File: src/rtl/fp_div.sv
// Sequential IEEE-754 single-precision divider (operand_a / operand_b) using a
// radix-2 restoring mantissa iteration with start/busy/done handshake.
module fp_div #(
  parameter logic [31:0] NAN_VALUE = 32'h7FC00000
) (
  input  logic        clk,
  input  logic        rst,
  input  logic        start,
  input  logic [31:0] operand_a,
  input  logic [31:0] operand_b,
  output logic [31:0] result,
  output logic        busy,
  output logic        done,
  output logic        dz
);

  typedef enum logic [1:0] {IDLE, DIVIDE, NORM, DONE} state_t;

  state_t      state;
  logic [31:0] a_lat;
  logic [31:0] b_lat;
  logic [24:0] rem;
  logic [25:0] q;
  logic [4:0]  count;

  // One restoring step: remainder is one bit wider than the divisor mantissa.
  logic [24:0] mb;
  logic        ge;
  logic [24:0] rem_sub;
  logic [24:0] rem_next;

  assign mb       = {2'b01, b_lat[22:0]};
  assign ge       = (rem >= mb);
  assign rem_sub  = ge ? (rem - mb) : rem;
  assign rem_next = rem_sub << 1;

  logic        sa, sb, s;
  logic [7:0]  ea, eb;
  logic [22:0] fa, fb;
  logic        a_zero, b_zero, a_inf, b_inf, a_nan, b_nan;

  assign {sa, ea, fa} = a_lat;
  assign {sb, eb, fb} = b_lat;
  assign s      = sa ^ sb;
  assign a_zero = (ea == 8'd0);
  assign b_zero = (eb == 8'd0);
  assign a_inf  = (ea == 8'hFF) && (fa == 23'd0);
  assign b_inf  = (eb == 8'hFF) && (fb == 23'd0);
  assign a_nan  = (ea == 8'hFF) && (fa != 23'd0);
  assign b_nan  = (eb == 8'hFF) && (fb != 23'd0);

  logic [22:0]       mant;
  logic              guard, sticky, rnd;
  logic [23:0]       mant_sum;
  logic signed [9:0] exp_base, exp_r;
  logic [31:0]       normal_res;
  logic [31:0]       res_c;
  logic              dz_c;

  always_comb begin
    mant     = q[23:1];
    guard    = q[0];
    sticky   = (rem != 25'd0);
    exp_base = $signed({2'b00, ea}) - $signed({2'b00, eb}) + 10'sd126;
    if (q[25]) begin
      mant     = q[24:2];
      guard    = q[1];
      sticky   = q[0] | (rem != 25'd0);
      exp_base = $signed({2'b00, ea}) - $signed({2'b00, eb}) + 10'sd127;
    end
    rnd      = guard & (sticky | mant[0]);
    mant_sum = {1'b0, mant} + {23'd0, rnd};
    exp_r    = exp_base + $signed({9'd0, mant_sum[23]});
    if (exp_r >= 10'sd255)
      normal_res = {s, 8'hFF, 23'd0};
    else if (exp_r <= 10'sd0)
      normal_res = {s, 31'd0};
    else
      normal_res = {s, exp_r[7:0], mant_sum[22:0]};
  end

  // Special-case priority: NaN in, invalid, inf/x, x/0, zero result.
  always_comb begin
    res_c = normal_res;
    dz_c  = 1'b0;
    if (a_nan || b_nan)
      res_c = NAN_VALUE;
    else if ((a_zero && b_zero) || (a_inf && b_inf))
      res_c = NAN_VALUE;
    else if (a_inf)
      res_c = {s, 8'hFF, 23'd0};
    else if (b_zero) begin
      res_c = {s, 8'hFF, 23'd0};
      dz_c  = 1'b1;
    end else if (a_zero || b_inf)
      res_c = {s, 31'd0};
  end

  always_ff @(posedge clk or posedge rst) begin
    if (rst) begin
      state  <= IDLE;
      result <= 32'd0;
      busy   <= 1'b0;
      done   <= 1'b0;
      dz     <= 1'b0;
      count  <= 5'd0;
      a_lat  <= 32'd0;
      b_lat  <= 32'd0;
      rem    <= 25'd0;
      q      <= 26'd0;
    end else begin
      case (state)
        IDLE, DONE: begin
          done <= 1'b0;
          if (start) begin
            a_lat <= operand_a;
            b_lat <= operand_b;
            rem   <= {2'b01, operand_a[22:0]};
            q     <= 26'd0;
            count <= 5'd25;
            busy  <= 1'b1;
            state <= DIVIDE;
          end else begin
            busy  <= 1'b0;
            state <= IDLE;
          end
        end
        DIVIDE: begin
          q   <= {q[24:0], ge};
          rem <= rem_next;
          if (count == 5'd0)
            state <= NORM;
          else
            count <= count - 5'd1;
        end
        NORM: begin
          result <= res_c;
          dz     <= dz_c;
          busy   <= 1'b0;
          done   <= 1'b1;
          state  <= DONE;
        end
        default: state <= IDLE;
      endcase
    end
  end

endmodule

File: config.mk
export PLATFORM = sky130hd
export DESIGN_NAME = fp_div
export DESIGN_NICKNAME = d
export VERILOG_FILES = /design/src/rtl/fp_div.sv
export SDC_FILE = /design/constraint.sdc
export NUM_CORES = 1
export LEC_CHECK = 0
export BUFFER_PORTS_ARGS = -buffer_cell sky130_fd_sc_hd__buf_2
export CAP_MARGIN = 10
export CORE_AREA = 2 2 135 137
export CTS_BUF_LIST = sky130_fd_sc_hd__clkbuf_8
export DETAILED_ROUTE_END_ITERATION = 8
export DIE_AREA = 0 0 137 139
export GPL_TIMING_DRIVEN = 0
export PLACE_DENSITY = 0.79
export SYNTH_ARGS = -nofsm -noshare
export SYNTH_HDL_FRONTEND = slang
export SYNTH_SLANG_ARGS = --single-unit
File: constraint.sdc
create_clock -name clk -period 6.4 [get_ports clk]
set_clock_uncertainty 0.15 [all_clocks]
set_input_delay 1.28 -clock clk [delete_from_list [all_inputs] [get_ports clk]]
set_output_delay 1.28 -clock clk [all_outputs]
set_load 0.05 [all_outputs]
==> impl_metrics.json <==
{
  "wl_um": 25750,
  "setup_ws_ps": 827.8,
  "peakVddDrop_mv": 0.4269,
  "final_area_mm2": 0.01147,
  "period_share_pct": 87.06,
  "synth_top_family_by_area": "compound AO/OA/AOI/OAI gates",
  "vias": 8932,
  "initial_utilization_pct": 58.04,
  "worst_pin_slew_ps": 788.2,
  "wl_per_cell_um": 17.33,
  "synth_edf_count": 0,
  "clock_tree.root_cell": "clkbuf_8",
  "fin_util_pct": 64.98,
  "final_net_count": 1354,
  "drv_slew": 0,
  "grt_first_pass_wirelength_um": 42210,
  "grt_pass1_vias": 8640,
  "synth_async_sr_flop_share_pct": 100.0,
  "cap_viol_max_count": 0,
  "antenna_found_initial": 1,
  "powerDensity_mw_per_mm2": 622.0,
  "rows": 49,
  "die_w_um": 137,
  "status": "completed",
  "synth_top_flop_cell": "dfrtp_1",
  "final.min_clock_period_ps": 5572,
  "syn2layout_area_growth_pct": 11.97,
  "drc_errors": 0,
  "drt_iter0_markers": 714,
  "synth_seq_area_share_pct": 38.34,
  "drive_gt1_share_pct": 18.95,
  "synth_xor_area_share_pct": 6.007,
  "dpl.hpwl_um": 19220,
  "tns_ps": 0,
  "cts_resized": 0,
  "worstSetupStartpointType": "register",
  "coreArea_mm2": 0.01766,
  "p_leak_nw": 5.146,
  "cts.clk_slew.worst_paths_ps": 90,
  "synth_fa_ha_area_share_pct": 5.324,
  "rsz0062_at_grt": "no",
  "relSlewSlack_pct": 47.46,
  "clock_sinks": 157,
  "synth.area.mux_share_pct": 8.767,
  "hold_path_class": "register to register",
  "worstPathArrival_ps": 5770,
  "finalPower_mw": 7.136,
  "criticalPathCategory": "register to register",
  "place_ws_ps": 920.0,
  "synth_cell_type_count": 72,
  "cts_buffer_depth": 2,
  "dp_cells": 1454,
  "stdcell_count": 1486,
  "cts_setup_buffers": 0,
  "ctsHoldBuffers": 0,
  "globalplace.congestion": 0.8900,
  "via_per_inst": 6.011,
  "synth_cells": 1123,
  "netlist_area_mm2": 0.01025,
  "cts_htree_levels": 4,
  "cts_buffers": 17,
  "ant_nets": 0,
  "max_freq_mhz": 179.5,
  "synth-compound-area-share_pct": 18.44,
  "firstDrtPassIters": 5,
  "syn_nets": 1233,
  "postPlaceCellArea_mm2": 0.01107,
  "grt.total_usage_pct": 27.85,
  "hold_slack_ps": 339.5,
  "synth_top_area_share_pct": 38.34,
  "clkLatencyLatePin_ps": 480,
  "syn_area_per_cell_um2": 9.125,
  "report.final.hold_viol_count": 0,
  "end_kind": "register",
  "die_h_um": 139,
  "ioPinCount": 102,
  "portBuffers": 101,
  "critical_path.max_fanout": 10,
  "finalSetupViolCount": 0,
  "fillers": 1469,
  "yosys_register_bits": 157,
  "grt_max_degree": 82,
  "synth.area.top_cells": "dfrtp_1, mux2_2, ha_1",
  "synthSimpleGateAreaFrac_pct": 17.48,
  "die_area_mm2": 0.01904,
  "grt-ovfl-total": 0,
  "yosysWarnings": 0,
  "yosys.area.top_type": "dfrtp_1",
  "critPathRequiredTime_ps": 6600,
  "cts_tree": "built"
}
-- state kept, by name, indices dropped and copies added, names as in the netlist, 2 cells and up --
register,count
a_lat,32
b_lat,32
count,5
q,26
rem,25
result,32
state,2
-- cell usage in the layout (no fill, tap or decap), types with 6 or more instances in the layout --
cell type / netlist / layout
dfrtp_1: 157 / 157
buf_2: 6 / 107
nand2_1: 100 / 100
o21ai_0: 71 / 71
inv_1: 71 / 70
mux2_2: 70 / 70
a21oi_1: 62 / 62
clkbuf_1: 59 / 59
nor2_1: 57 / 57
nand3_1: 51 / 51
ha_1: 42 / 42
xnor2_1: 34 / 34
xor2_1: 31 / 31
nand2b_1: 30 / 30
nand4_1: 19 / 19
nor4_1: 19 / 19
clkbuf_8: 0 / 19
o22ai_1: 17 / 17
a21o_1: 15 / 15
nor3_1: 15 / 15
o41ai_2: 15 / 15
o21a_1: 11 / 11
and2_1: 11 / 11
mux2i_1: 11 / 11
a31oi_1: 10 / 10
nor2b_1: 10 / 10
and3_1: 8 / 8
o211ai_1: 8 / 8
buf_1: 7 / 7
o32ai_1: 6 / 6
a211oi_1: 6 / 6
nand3b_1: 6 / 6
-- cells by family after synthesis --
| group | after synthesis |
|---|---|
| AND/OR/NAND/NOR | 354 |
| multiplexers | 81 |
| buffers and inverters | 146 |
| flip-flops | 157 |
| AO/OA/AOI/OAI | 275 |
| XOR/XNOR | 67 |
| adder cells (fa/ha/maj) | 43 |
-- critical path, stage by stage, from the launching register on --
cell and delay (ps):
dfrtp_1 360, clkbuf_1 380, nand2_1 100, a21oi_1 480
and4_1 330, nand2_1 100, or4b_1 560, or2_2 340
nor3b_1 310, ha_1 230, ha_1 180, and3_1 230
mux2_2 360, xor2_1 170, nor4_1 400, nand3_2 150
nand2_2 150, buf_2 300, o41ai_2 130
-- final cells by class --
type                       instances  area (um^2)  share of cell area, %
antenna                            1        2.502                0.02181
buffer                            75        311.5                  2.715
clock buffer                      19        261.5                  2.279
clock inverter                    12        137.6                  1.200
inverter                          71        271.5                  2.366
multi-input combinational        820         5741                  50.03
sequential                       157         3929                  34.24
tap                              229        286.5                  2.497
timing repair buffer             102        533.0                  4.646
-- where the power goes --
part | internal (mW) | total, mW | switching [mW]
Sequential | 1.36 | 1.68 | 0.320
Clock | 0.368 | 0.772 | 0.404
Combinational | 1.84 | 4.69 | 2.85
-- Yosys cell counts (all sizes together) (20+ instances only) --
| library cell | n |
|---|---|
| ha | 42 |
| dfrtp | 157 |
| nor2 | 57 |
| inv | 71 |
| a21oi | 62 |
| o41ai | 20 |
| o21ai | 74 |
| nand2b | 30 |
| clkbuf | 59 |
| nand2 | 101 |
| nand3 | 52 |
| xnor2 | 34 |
| mux2 | 70 |
| xor2 | 31 |
-- layer usage --
layer  track usage (%)  wire length, um
met1             36.67            10970
met5                 0                0
met3             4.569             1572
met4             11.50              723
met2             45.43            12490
-- path summary, 6_finish.rpt --
| kind | from | endpoint | slack (ps) | cells past startpoint |
|---|---|---|---|---|
| setup / recovery | q[25] | result[16] | 830 | 18 |
| hold / removal | result[0] | result[0] | 340 | 2 |
| setup reg to reg | q[25] | result[16] | 830 | 18 |
| hold reg to reg | result[0] | result[0] | 340 | 2 |
| max in group asynchronous | rst | a_lat[10] | 4520 | 3 |
| min in group asynchronous | rst | a_lat[19] | 750 | 2 |
Power figures use the tool's default switching activity.
